## src/rtl/sar_pkg.sv

```systemverilog
// Shared types and constants for the SAR conversion sequencer and the SAR logic block.
package sar_pkg;

  localparam int DW      = 10;
  localparam int ACC_W   = DW + 4;
  localparam int OSR_MAX = 4;

  // Trim register reset values, common to the sequencer and the SAR core.
  localparam logic [4:0] TRIM_OFFSET_RST = 5'd16;
  localparam logic [2:0] TRIM_GAIN_RST   = 3'd4;

  typedef enum logic [2:0] {
    BOOT  = 3'd0,
    IDLE  = 3'd1,
    ISSUE = 3'd2,
    WAIT  = 3'd3,
    GAP   = 3'd4,
    PUSH  = 3'd5
  } state_t;

  // Oversampling exponents above OSR_MAX saturate.
  function automatic logic [2:0] clamp_osr(input logic [2:0] osr);
    return (osr > 3'(OSR_MAX)) ? 3'(OSR_MAX) : osr;
  endfunction

endpackage

```

## src/rtl/sar_adc_seq_if.sv

```systemverilog
// SAR-side request/response pins plus the averaged-result stream toward the bus/DSP.
interface sar_adc_seq_if #(
  parameter int DW = 10
);
  // SAR side: sar_en is a 1-cycle request (sar_cal qualifies it); sar_valid is a 1-cycle
  // completion with sar_result. Stream side: a word moves on every cycle where
  // out_valid && out_ready; out_data is stable while out_valid is high and not accepted.
  logic          sar_en;
  logic          sar_cal;
  logic          sar_valid;
  logic [DW-1:0] sar_result;
  logic          out_valid;
  logic          out_ready;
  logic [DW-1:0] out_data;

  modport master (
    output sar_en, sar_cal, out_valid, out_data,
    input  sar_valid, sar_result, out_ready
  );

  modport slave (
    input  sar_en, sar_cal, out_valid, out_data,
    output sar_valid, sar_result, out_ready
  );
endinterface

```

## src/rtl/sar_res_fifo.sv

```systemverilog
// Small synchronous FIFO for averaged results; a push on full succeeds only with a pop.
module sar_res_fifo #(
  parameter int DEPTH = 4,
  parameter int DW    = 10
) (
  input  logic          clk,
  input  logic          rstn,
  input  logic          push,
  input  logic          pop,
  input  logic [DW-1:0] din,
  output logic [DW-1:0] dout,
  output logic          full,
  output logic          empty
);

  localparam int PW = (DEPTH > 1) ? $clog2(DEPTH) : 1;

  logic [DW-1:0] mem [DEPTH];
  logic [PW-1:0] wr_ptr;
  logic [PW-1:0] rd_ptr;
  logic [PW:0]   count;
  logic          do_wr;
  logic          do_rd;

  assign do_rd = pop & ~empty;
  assign do_wr = push & (~full | do_rd);

  // DEPTH is a power of two, so pointers wrap naturally.
  always_ff @(posedge clk or negedge rstn) begin
    if (!rstn) begin
      for (int i = 0; i < DEPTH; i++) mem[i] <= '0;
      wr_ptr <= '0;
      rd_ptr <= '0;
      count  <= '0;
    end else begin
      if (do_wr) begin
        mem[wr_ptr] <= din;
        wr_ptr      <= wr_ptr + PW'(1);
      end
      if (do_rd) rd_ptr <= rd_ptr + PW'(1);
      case ({do_wr, do_rd})
        2'b10:   count <= count + (PW+1)'(1);
        2'b01:   count <= count - (PW+1)'(1);
        default: count <= count;
      endcase
    end
  end

  assign full  = (count == (PW+1)'(DEPTH));
  assign empty = (count == '0);
  assign dout  = mem[rd_ptr];

endmodule

```

## src/rtl/sar_adc_seq.sv

```systemverilog
// Conversion sequencer in front of the SAR core: boot calibration, oversampled
// averaging, window alarm and a result FIFO toward the consumer.
module sar_adc_seq #(
  parameter int DW         = 10,
  parameter int FIFO_DEPTH = 4,
  parameter int TIMEOUT    = 127,
  parameter int AUTO_CAL   = 1
) (
  input  logic            clk,
  input  logic            rstn,
  input  logic            start,
  input  logic            cont,
  input  logic            cal_req,
  input  logic [7:0]      gap,
  input  logic [2:0]      osr_log2,
  input  logic [DW-1:0]   thr_lo,
  input  logic [DW-1:0]   thr_hi,
  input  logic            alarm_clr,
  sar_adc_seq_if.master   bus,
  output logic            busy,
  output logic            cal_done,
  output logic            alarm,
  output logic            ovf,
  output logic            err,
  output sar_pkg::state_t dbg_state
);

  import sar_pkg::*;

  // Four headroom bits cover 16 full-scale results.
  localparam int AW = DW + (ACC_W - sar_pkg::DW);
  localparam int TW = $clog2(TIMEOUT + 1);

  state_t        state;
  state_t        state_d;
  logic          boot_cnt;
  logic          cal_q;
  logic          pend_cal;
  logic [AW-1:0] acc;
  logic [4:0]    cnt;
  logic [2:0]    osr_n;
  logic [4:0]    osr_len;
  logic [7:0]    gap_q;
  logic [7:0]    gap_cnt;
  logic [TW-1:0] to_cnt;

  logic          win_start;
  logic          cal_load;
  logic          cal_val;
  logic          acc_add;
  logic          gap_load;
  logic          timeout;
  logic          cal_fin;
  logic          push_now;
  logic          pop;
  logic          fifo_full;
  logic          fifo_empty;
  logic          out_of_win;
  logic [DW-1:0] avg;

  assign osr_len    = 5'd1 << osr_n;
  assign push_now   = (state == PUSH);
  assign avg        = DW'(acc >> osr_n);
  assign out_of_win = (avg < thr_lo) || (avg > thr_hi);
  assign pop        = ~fifo_empty & bus.out_ready;

  always_ff @(posedge clk or negedge rstn) begin
    if (!rstn) state <= BOOT;
    else       state <= state_d;
  end

  always_comb begin
    state_d   = state;
    win_start = 1'b0;
    cal_load  = 1'b0;
    cal_val   = 1'b0;
    acc_add   = 1'b0;
    gap_load  = 1'b0;
    timeout   = 1'b0;
    cal_fin   = 1'b0;
    case (state)
      BOOT: if (boot_cnt) state_d = IDLE;
      IDLE: begin
        if (pend_cal) begin
          state_d  = ISSUE;
          cal_load = 1'b1;
          cal_val  = 1'b1;
        end else if (start || cont) begin
          state_d   = ISSUE;
          win_start = 1'b1;
          cal_load  = 1'b1;
        end
      end
      ISSUE: state_d = WAIT;
      WAIT: begin
        if (bus.sar_valid) begin
          if (cal_q) begin
            cal_fin = 1'b1;
            state_d = IDLE;
          end else begin
            acc_add = 1'b1;
            if (cnt + 5'd1 == osr_len) begin
              state_d = PUSH;
            end else if (gap_q == 8'd0) begin
              state_d = ISSUE;
            end else begin
              state_d  = GAP;
              gap_load = 1'b1;
            end
          end
        end else if (to_cnt == TW'(TIMEOUT)) begin
          timeout = 1'b1;
          state_d = IDLE;
        end
      end
      GAP: if (gap_cnt <= 8'd1) state_d = ISSUE;
      PUSH: begin
        // A pending calibration runs between windows, never inside one.
        if (pend_cal) begin
          state_d  = ISSUE;
          cal_load = 1'b1;
          cal_val  = 1'b1;
        end else if (cont) begin
          win_start = 1'b1;
          cal_load  = 1'b1;
          if (gap == 8'd0) begin
            state_d = ISSUE;
          end else begin
            state_d  = GAP;
            gap_load = 1'b1;
          end
        end else begin
          state_d = IDLE;
        end
      end
      default: state_d = BOOT;
    endcase
  end

  always_ff @(posedge clk or negedge rstn) begin
    if (!rstn) begin
      boot_cnt <= 1'b0;
      cal_q    <= 1'b0;
      pend_cal <= (AUTO_CAL != 0);
      acc      <= '0;
      cnt      <= '0;
      osr_n    <= '0;
      gap_q    <= '0;
      gap_cnt  <= '0;
      to_cnt   <= '0;
      cal_done <= 1'b0;
      alarm    <= 1'b0;
      ovf      <= 1'b0;
      err      <= 1'b0;
    end else begin
      if (state == BOOT) boot_cnt <= 1'b1;
      if (cal_load) cal_q <= cal_val;

      // Window parameters are latched once per window so mid-window changes are inert.
      if (win_start) begin
        acc   <= '0;
        cnt   <= '0;
        osr_n <= clamp_osr(osr_log2);
        gap_q <= gap;
      end else if (acc_add) begin
        acc <= acc + AW'(bus.sar_result);
        cnt <= cnt + 5'd1;
      end else if (timeout || push_now) begin
        acc <= '0;
        cnt <= '0;
      end

      if (gap_load)           gap_cnt <= win_start ? gap : gap_q;
      else if (state == GAP)  gap_cnt <= gap_cnt - 8'd1;

      if (state == ISSUE)     to_cnt <= TW'(1);
      else if (state == WAIT) to_cnt <= to_cnt + TW'(1);

      pend_cal <= (pend_cal & ~cal_fin) | cal_req;
      cal_done <= cal_done | cal_fin;
      err      <= (err   & ~alarm_clr) | timeout;
      alarm    <= (alarm & ~alarm_clr) | (push_now & out_of_win);
      ovf      <= (ovf   & ~alarm_clr) | (push_now & fifo_full & ~pop);
    end
  end

  sar_res_fifo #(
    .DEPTH (FIFO_DEPTH),
    .DW    (DW)
  ) u_fifo (
    .clk   (clk),
    .rstn  (rstn),
    .push  (push_now),
    .pop   (pop),
    .din   (avg),
    .dout  (bus.out_data),
    .full  (fifo_full),
    .empty (fifo_empty)
  );

  assign bus.out_valid = ~fifo_empty;
  assign bus.sar_en    = (state == ISSUE);
  assign bus.sar_cal   = (state == ISSUE) & cal_q;
  assign busy          = (state != IDLE) && (state != BOOT);
  assign dbg_state     = state;

endmodule

```

## src/flat_wrapper.sv

```systemverilog
// flat-port wrapper written by rule: the top's interface ports become plain ports
module sar_adc_seq_flat import sar_pkg::*;
#(
  parameter int DW         = 10,
  parameter int FIFO_DEPTH = 4,
  parameter int TIMEOUT    = 127,
  parameter int AUTO_CAL   = 1
)
  (clk, rstn, start, cont, cal_req, gap, osr_log2, thr_lo, thr_hi, alarm_clr, busy, cal_done, alarm, ovf, err, dbg_state, bus_sar_en, bus_sar_cal, bus_out_valid, bus_out_data, bus_sar_valid, bus_sar_result, bus_out_ready);
  sar_adc_seq_if #(.DW(DW)) bus_i ();
  input  logic clk;
  input  logic rstn;
  input  logic start;
  input  logic cont;
  input  logic cal_req;
  input  logic [7:0] gap;
  input  logic [2:0] osr_log2;
  input  logic [DW-1:0] thr_lo;
  input  logic [DW-1:0] thr_hi;
  input  logic alarm_clr;
  output logic busy;
  output logic cal_done;
  output logic alarm;
  output logic ovf;
  output logic err;
  output sar_pkg::state_t dbg_state;
  output wire logic [$bits(bus_i.sar_en)-1:0] bus_sar_en;
  output wire logic [$bits(bus_i.sar_cal)-1:0] bus_sar_cal;
  output wire logic [$bits(bus_i.out_valid)-1:0] bus_out_valid;
  output wire logic [$bits(bus_i.out_data)-1:0] bus_out_data;
  input wire logic [$bits(bus_i.sar_valid)-1:0] bus_sar_valid;
  input wire logic [$bits(bus_i.sar_result)-1:0] bus_sar_result;
  input wire logic [$bits(bus_i.out_ready)-1:0] bus_out_ready;
  assign bus_sar_en = bus_i.sar_en;
  assign bus_sar_cal = bus_i.sar_cal;
  assign bus_out_valid = bus_i.out_valid;
  assign bus_out_data = bus_i.out_data;
  assign bus_i.sar_valid = bus_sar_valid;
  assign bus_i.sar_result = bus_sar_result;
  assign bus_i.out_ready = bus_out_ready;
  sar_adc_seq #(.DW(DW), .FIFO_DEPTH(FIFO_DEPTH), .TIMEOUT(TIMEOUT), .AUTO_CAL(AUTO_CAL)) u_core (.clk(clk), .rstn(rstn), .start(start), .cont(cont), .cal_req(cal_req), .gap(gap), .osr_log2(osr_log2), .thr_lo(thr_lo), .thr_hi(thr_hi), .alarm_clr(alarm_clr), .bus(bus_i), .busy(busy), .cal_done(cal_done), .alarm(alarm), .ovf(ovf), .err(err), .dbg_state(dbg_state));
endmodule
```

## config.mk

```make
export PLATFORM = sky130hd
export DESIGN_NAME = sar_adc_seq_flat
export DESIGN_NICKNAME = d
export VERILOG_FILES = /design/src/rtl/sar_pkg.sv /design/src/rtl/sar_adc_seq_if.sv /design/src/rtl/sar_res_fifo.sv /design/src/rtl/sar_adc_seq.sv /design/src/flat_wrapper.sv
export SDC_FILE = /design/constraint.sdc
export NUM_CORES = 1
export LEC_CHECK = 0
export ABC_AREA = 1
export BUFFER_PORTS_ARGS = -buffer_cell sky130_fd_sc_hd__buf_2
export CAP_MARGIN = 5
export CELL_PAD_IN_SITES_DETAIL_PLACEMENT = 0
export CELL_PAD_IN_SITES_GLOBAL_PLACEMENT = 2
export CORE_ASPECT_RATIO = 0.75
export CORE_UTILIZATION = 38
export CTS_BUF_LIST = sky130_fd_sc_hd__clkbuf_8
export CTS_CLUSTER_SIZE = 25
export DETAILED_ROUTE_END_ITERATION = 16
export PLACE_DENSITY = 0.94
export SLEW_MARGIN = 40
export SYNTH_ARGS = -nofsm -noshare
export SYNTH_HDL_FRONTEND = slang
export SYNTH_SLANG_ARGS = --single-unit
```

## constraint.sdc

```tcl
create_clock -name clk -period 5.6 [get_ports clk]
set_input_delay 0.28 -clock clk [delete_from_list [all_inputs] [get_ports clk]]
set_output_delay 0.28 -clock clk [all_outputs]
set_load 0.02 [all_outputs]
```

# Yosys cells after proc, flatten, opt, wreduce, memory -nomap -nowiden

Index checks and enable logic that the tools add are counted.

$lt $le $gt $ge: 7
Shift-type cells: 2
Add/sub/neg operators: 8
Bitwise logic cells: 24
Muxes and demuxes: 59
Equal/unequal tests: 15
Reduce and logical (&&, ||, !) cells: 16

Operators by type and width:

| operator            | count |
|---|---|
| $mux 14             | 3 |
| $bwmux 40           | 1 |
| $mux 3              | 13 |
| $mux 10             | 3 |
| $mux 1              | 24 |
| $mux 8              | 3 |
| $bmux 10 s2         | 1 |
| $demux 10 s2        | 1 |
| $pmux 3 s6          | 1 |
| $logic_not 8->1     | 2 |
| $mux 5              | 3 |
| $add 14x10->14      | 1 |
| $mux 7              | 2 |
| $shr 14x3->10       | 1 |
| $and 1x1->1         | 11 |
| $gt 10x10->1        | 1 |
| $lt 10x10->1        | 1 |
| $eq 3x3->1 const B  | 3 |
| $le 8x1->1 const B  | 1 |
| $sub 8x1->8 const B | 1 |
| $add 7x1->7 const B | 1 |
| $eq 7x7->1 const B  | 1 |
| $eq 3x2->1 const B  | 2 |
| $ge 3x3->1 const B  | 2 |
| 26 further kinds    | 48 |

Output and inout bits: 21
Logic and storage cells: 152
Input bits: 49
Register bits after elaboration: 102

# Longest topological paths before layout

Word-level depth: 8
Mapped depth: 17
Mapped depth without buffers: 17

# Cells and area by module

From an unflattened synthesis, not the netlist that was laid out.

Cells, all modules: 867
Area, all modules: 6633.9 µm²

Modules (own cells, without submodules):

| module       | sequential area each (µm²) | instances | cells an instance | area an instance (µm²) |
|---|---|---|---|---|
| sar_adc_seq  | 1377.6                     | 1         | 586               | 4204.0 |
| sar_res_fifo | 1176.1                     | 1         | 281               | 2429.8 |

# Least setup slack after synthesis

No wires, ideal clock.

Kind: reg-to-reg
Start point: register u_core.osr_n[0]
End point: register u_core.alarm
Buffers on the path: 2
Clock period less this slack: 2.247 ns
Setup time: 0.116 ns
Arrival: 2.131 ns
Path slack: 3.353 ns
Cell stages (with the launch flop): 15
Required time: 5.484 ns
Cells stage by stage: dfrtp_1 -> buf_4 -> buf_6 -> nand2_1 -> o21ai_2 -> mux2i_2 -> o22ai_2 -> ha_1 -> nand2_1 -> nor2_1 -> nand4_1 -> o21ai_0 -> nand2_1 -> nand2_1 -> nand2_1

Longest elaborated chain between the ends: 5
Elaborated cells on any way between the ends: 6
Classes of those cells: 2 x order compare; 1 x shift; 2 x bitwise; 1 x reduce/logical

RTL lines:

| item                                                | RTL line           | RTL |
|---|---|---|
| start: declaration                                  | sar_adc_seq.sv:41  | `logic [2:0] osr_n;` |
| start signal: assignment                            | sar_adc_seq.sv:163 | `osr_n <= clamp_osr(osr_log2);` |
| $shr 14x3->10 *                                     | sar_adc_seq.sv:63  | `assign avg = DW'(acc >> osr_n);` |
| net u_core.avg[9]                                   | sar_adc_seq.sv:59  | `logic [DW-1:0] avg;` |
| $lt 10x10->1 / $gt 10x10->1 (equally long branches) | sar_adc_seq.sv:64  | `assign out_of_win = (avg < thr_lo) \|\| (avg > thr_hi);` |
| $logic_or 1x1->1 *                                  | sar_adc_seq.sv:64  |  |
| $and 1x1->1 *                                       | sar_adc_seq.sv:182 | `alarm <= (alarm & ~alarm_clr) \| (push_now & out_of_win);` |
| $or 1x1->1 *                                        | sar_adc_seq.sv:182 |  |
| end signal: assignment                              | sar_adc_seq.sv:182 |  |
| end: declaration                                    | sar_adc_seq.sv:22  | `output logic alarm,` |

Mark *: on every way through the listed nets, which the timed path passes. The rest lies on a longest branch.
A chain may end at the register's enable or synchronous reset.

# Final worst setup path

Ends and elaborated chain as after synthesis.

==> qor.yml <==
status: "complete, no violations"
antenna_found_initial: 0
netlist-cell-type-count: 47
startpoint_type: "flip-flop"
die_h_um: 114
cp_slowest_cell: "dfrtp_1"
worst_pin_slew_ns: 0.746
path_cells: "inv_2, o311ai_0, nand2_1, inv_1, ha_1, inv_1, nor2_1, o2111ai_1, nand3_1, o21ai_0, nand2_1, nand2_1, nand2_1"
cts_buffers: 9
synth_area_um2: 6360
vias: 5634
die_area_um2: 17300
synth_flop_cell: "dfrtp_1"
fp-row-count: 40
crit_top_cell: "nand2_1"
cts.repair.resized: 0
h-tree-depth: 3
crit_arrival_ns: 3.07
report.final.slew_viol_count: 0
synth_nets: 932
layout-drive-gt1-share: 0.134
area_growth_pct: 11.1
grt_pass1_wl_mm: 27.5
min_period_ns: 2.79
grtUsageTotal: 0.205
synthCells: 844
maxCapViolations: 0
setup_viol: 0
cts.path.max_buffers: 2
hold_viol: 0
rsz0062_at_grt: "no"
drcViolationCount: 0
finClkSkew_ns: 0.0128
rr_startpoint: "u_core.osr_n[0]$_DFFE_PN0P_"
relSlewSlack: 0.503
gp_congestion: 0.821
grt_pass1_vias: 5423
crit_fanout: 23
hold_path.class: "in -> reg"
synth_top_area_frac: 0.397
detail-route-antenna-nets: 0
max_stage_delay_ns: 0.81
fin_tns_setup_ns: 0
coreArea_um2: 16200
portBuffers: 69
finalCritPeriodShare: 0.499
initial_utilization: 0.394
fmax_mhz: 358
via_per_inst: 5.03
wire_per_inst_um: 14.7
cts_tree: "yes"
clock_latency_ns: 0.38
yosysMostFrequentCell: "nand2_1"
crit_family: "flip-flops"
min_from: "cal_req"
grt_remaining_overflow: 0
placedInstanceArea_um2: 6870
io_pins: 70
diodes: 0
r2r_cells: 13
firstDrtPassIters: 5
p_per_area_nw_per_um2: 518
cp.buffers_inverters: 3
dp_hpwl_mm: 12.3
synth_top_area_cell: "dfrtp_1"
ir_drop_mv: 0.147
synth_edf_count: 0
syn_avg_cell_area_um2: 7.54
drt_iter0_drc: 366
cp_num_cells: 13
grt_start_max_net_pins: 58
synth_commonest_cells: "nand2_1, dfrtp_1, inv_1"
yosys_warnings: 0
async_reset_ff_frac: 1.00
synth_area_leaders: "dfrtp_1, nand2_1, ha_1, inv_1, o21ai_0"
finish.instance_area_um2: 7070
nets: 992
clock-sinks: 102
postRouteWirelength_mm: 16.5
clockRootBuffer: "clkbuf_8"
setup.worst_path.class: "reg -> reg"
ys_ff_latch: 102
ys_seq_area_frac: 0.401
critical_path_required_ns: 5.87
critPathLaunch: "u_core.osr_n[0]$_DFFE_PN0P_"
cp-end-kind: "flip-flop"
clkTransAtPathRegs_ns: 0.10
p_leak_nw: 3.77
dieWidth_um: 151
hold_path_depth: 2
[layout make-up]
type,instances,area (um^2)
tap,210,263
inverter,105,394
clock inverter,6,43.8
sequential,102,2550
multi-input combinational,615,3300
fill,1707,9100
timing repair buffer,71,369
clock buffer,10,138
[flip-flops by register name, indices dropped and copies added (netlist names), 5 cells and up]
| register | flops |
|---|---|
| u_core.cnt | 5 |
| u_core.u_fifo.mem | 40 |
| u_core.gap_q | 8 |
| u_core.gap_cnt | 8 |
| u_core.acc | 14 |
| u_core.to_cnt | 7 |
[timing repair]
item | CTS | global route
hold buffers | 1 | 0
endpoints found under the hold margin | 44 | 0
setup buffers | 0 | 0
[final timing paths]
check	endpoint	slack, ns
max reg2reg	u_core.alarm$_DFF_PN0_	2.81
min in group asynchronous	u_core.u_fifo.mem[6]$_DFFE_PN0P_	0.42
max	u_core.alarm$_DFF_PN0_	2.81
min	u_core.pend_cal$_DFF_PN1_	0.11
max in group asynchronous	u_core.dbg_state[2]$_DFFE_PN0P_	4.21
min reg2reg	u_core.to_cnt[5]$_DFFE_PN0P_	0.48
[per-layer routing]
| metal | global-route usage | vias to the layer above | share of wire |
|---|---|---|---|
| met2 | 0.306 | 137 | 0.41 |
| met3 | 0.0323 | 13 | 0.048 |
| met4 | 0.0367 | 0 | 0.0097 |
| met1 | 0.311 | 2609 | 0.53 |
| met5 | 0 | - | 0 |
| li1 | - | 2875 | - |
[where the power goes]
part / internal, mW / switching, mW
Clock: 0.178 / 0.277
Sequential: 1.01 / 0.283
Combinational: 0.671 / 1.24
[cells by family (layout without fill, tap and decap cells)]
family / count (synthesis) / count (layout) / synth area share
multiplexers: 4 / 4 / 0.00885
buffers and inverters: 127 / 192 / 0.0793
flip-flops: 102 / 102 / 0.401
AND/OR/NAND/NOR: 394 / 394 / 0.264
adder cells (fa/ha/maj): 39 / 39 / 0.0791
AO/OA/AOI/OAI: 159 / 159 / 0.142
XOR/XNOR: 19 / 19 / 0.0262
[stage by stage]
stage	hold slack (ns)	power, mW	setup WS (ns)	std cells	util
2_1_floorplan	-0.0156	2.69	3.35	844	-
3_3_place_gp	0.331	3.22	2.89	1102	0.425
3_5_place_dp	0.324	3.22	2.86	1102	0.425
4_1_cts	0.0929	3.68	2.84	1119	0.437
5_1_grt	0.0844	4.04	2.51	1119	0.437
6_report	0.106	3.66	2.81	1119	0.437
[worst register-to-register path, delay by kind of cell (launching register included)]
kind | cells | cell delay, ns
fa+ha+maj | 1 | 0.23
compound gates | 3 | 0.65
buf+inv | 3 | 0.46
flops | 1 | 0.81
simple gates | 6 | 0.54
[cell usage in the layout (no fill, tap or decap), types with 2 or more instances in the layout]
cell type and count:
a21o_1 3, nor3_1 7, nor2_1 68, clkinv_2 2, o21ai_1 24, o21a_1 2
clkbuf_8 10, a22o_1 5, o22ai_1 19, nor2_2 2, nand2_2 8, nand2_4 3
and2_1 2, inv_1 96, inv_6 3, nand2_1 241, a21oi_1 34, o21ai_2 3
nand3_1 44, o21ai_0 60, nand3b_1 3, inv_2 9, nand4_1 10, buf_2 68
xnor2_1 7, a31oi_1 2, mux2i_1 2, fa_1 2, ha_1 37, dfrtp_1 101
xor2_1 12, o211ai_2 2
Note: power is estimated with default switching activity, not from simulation.
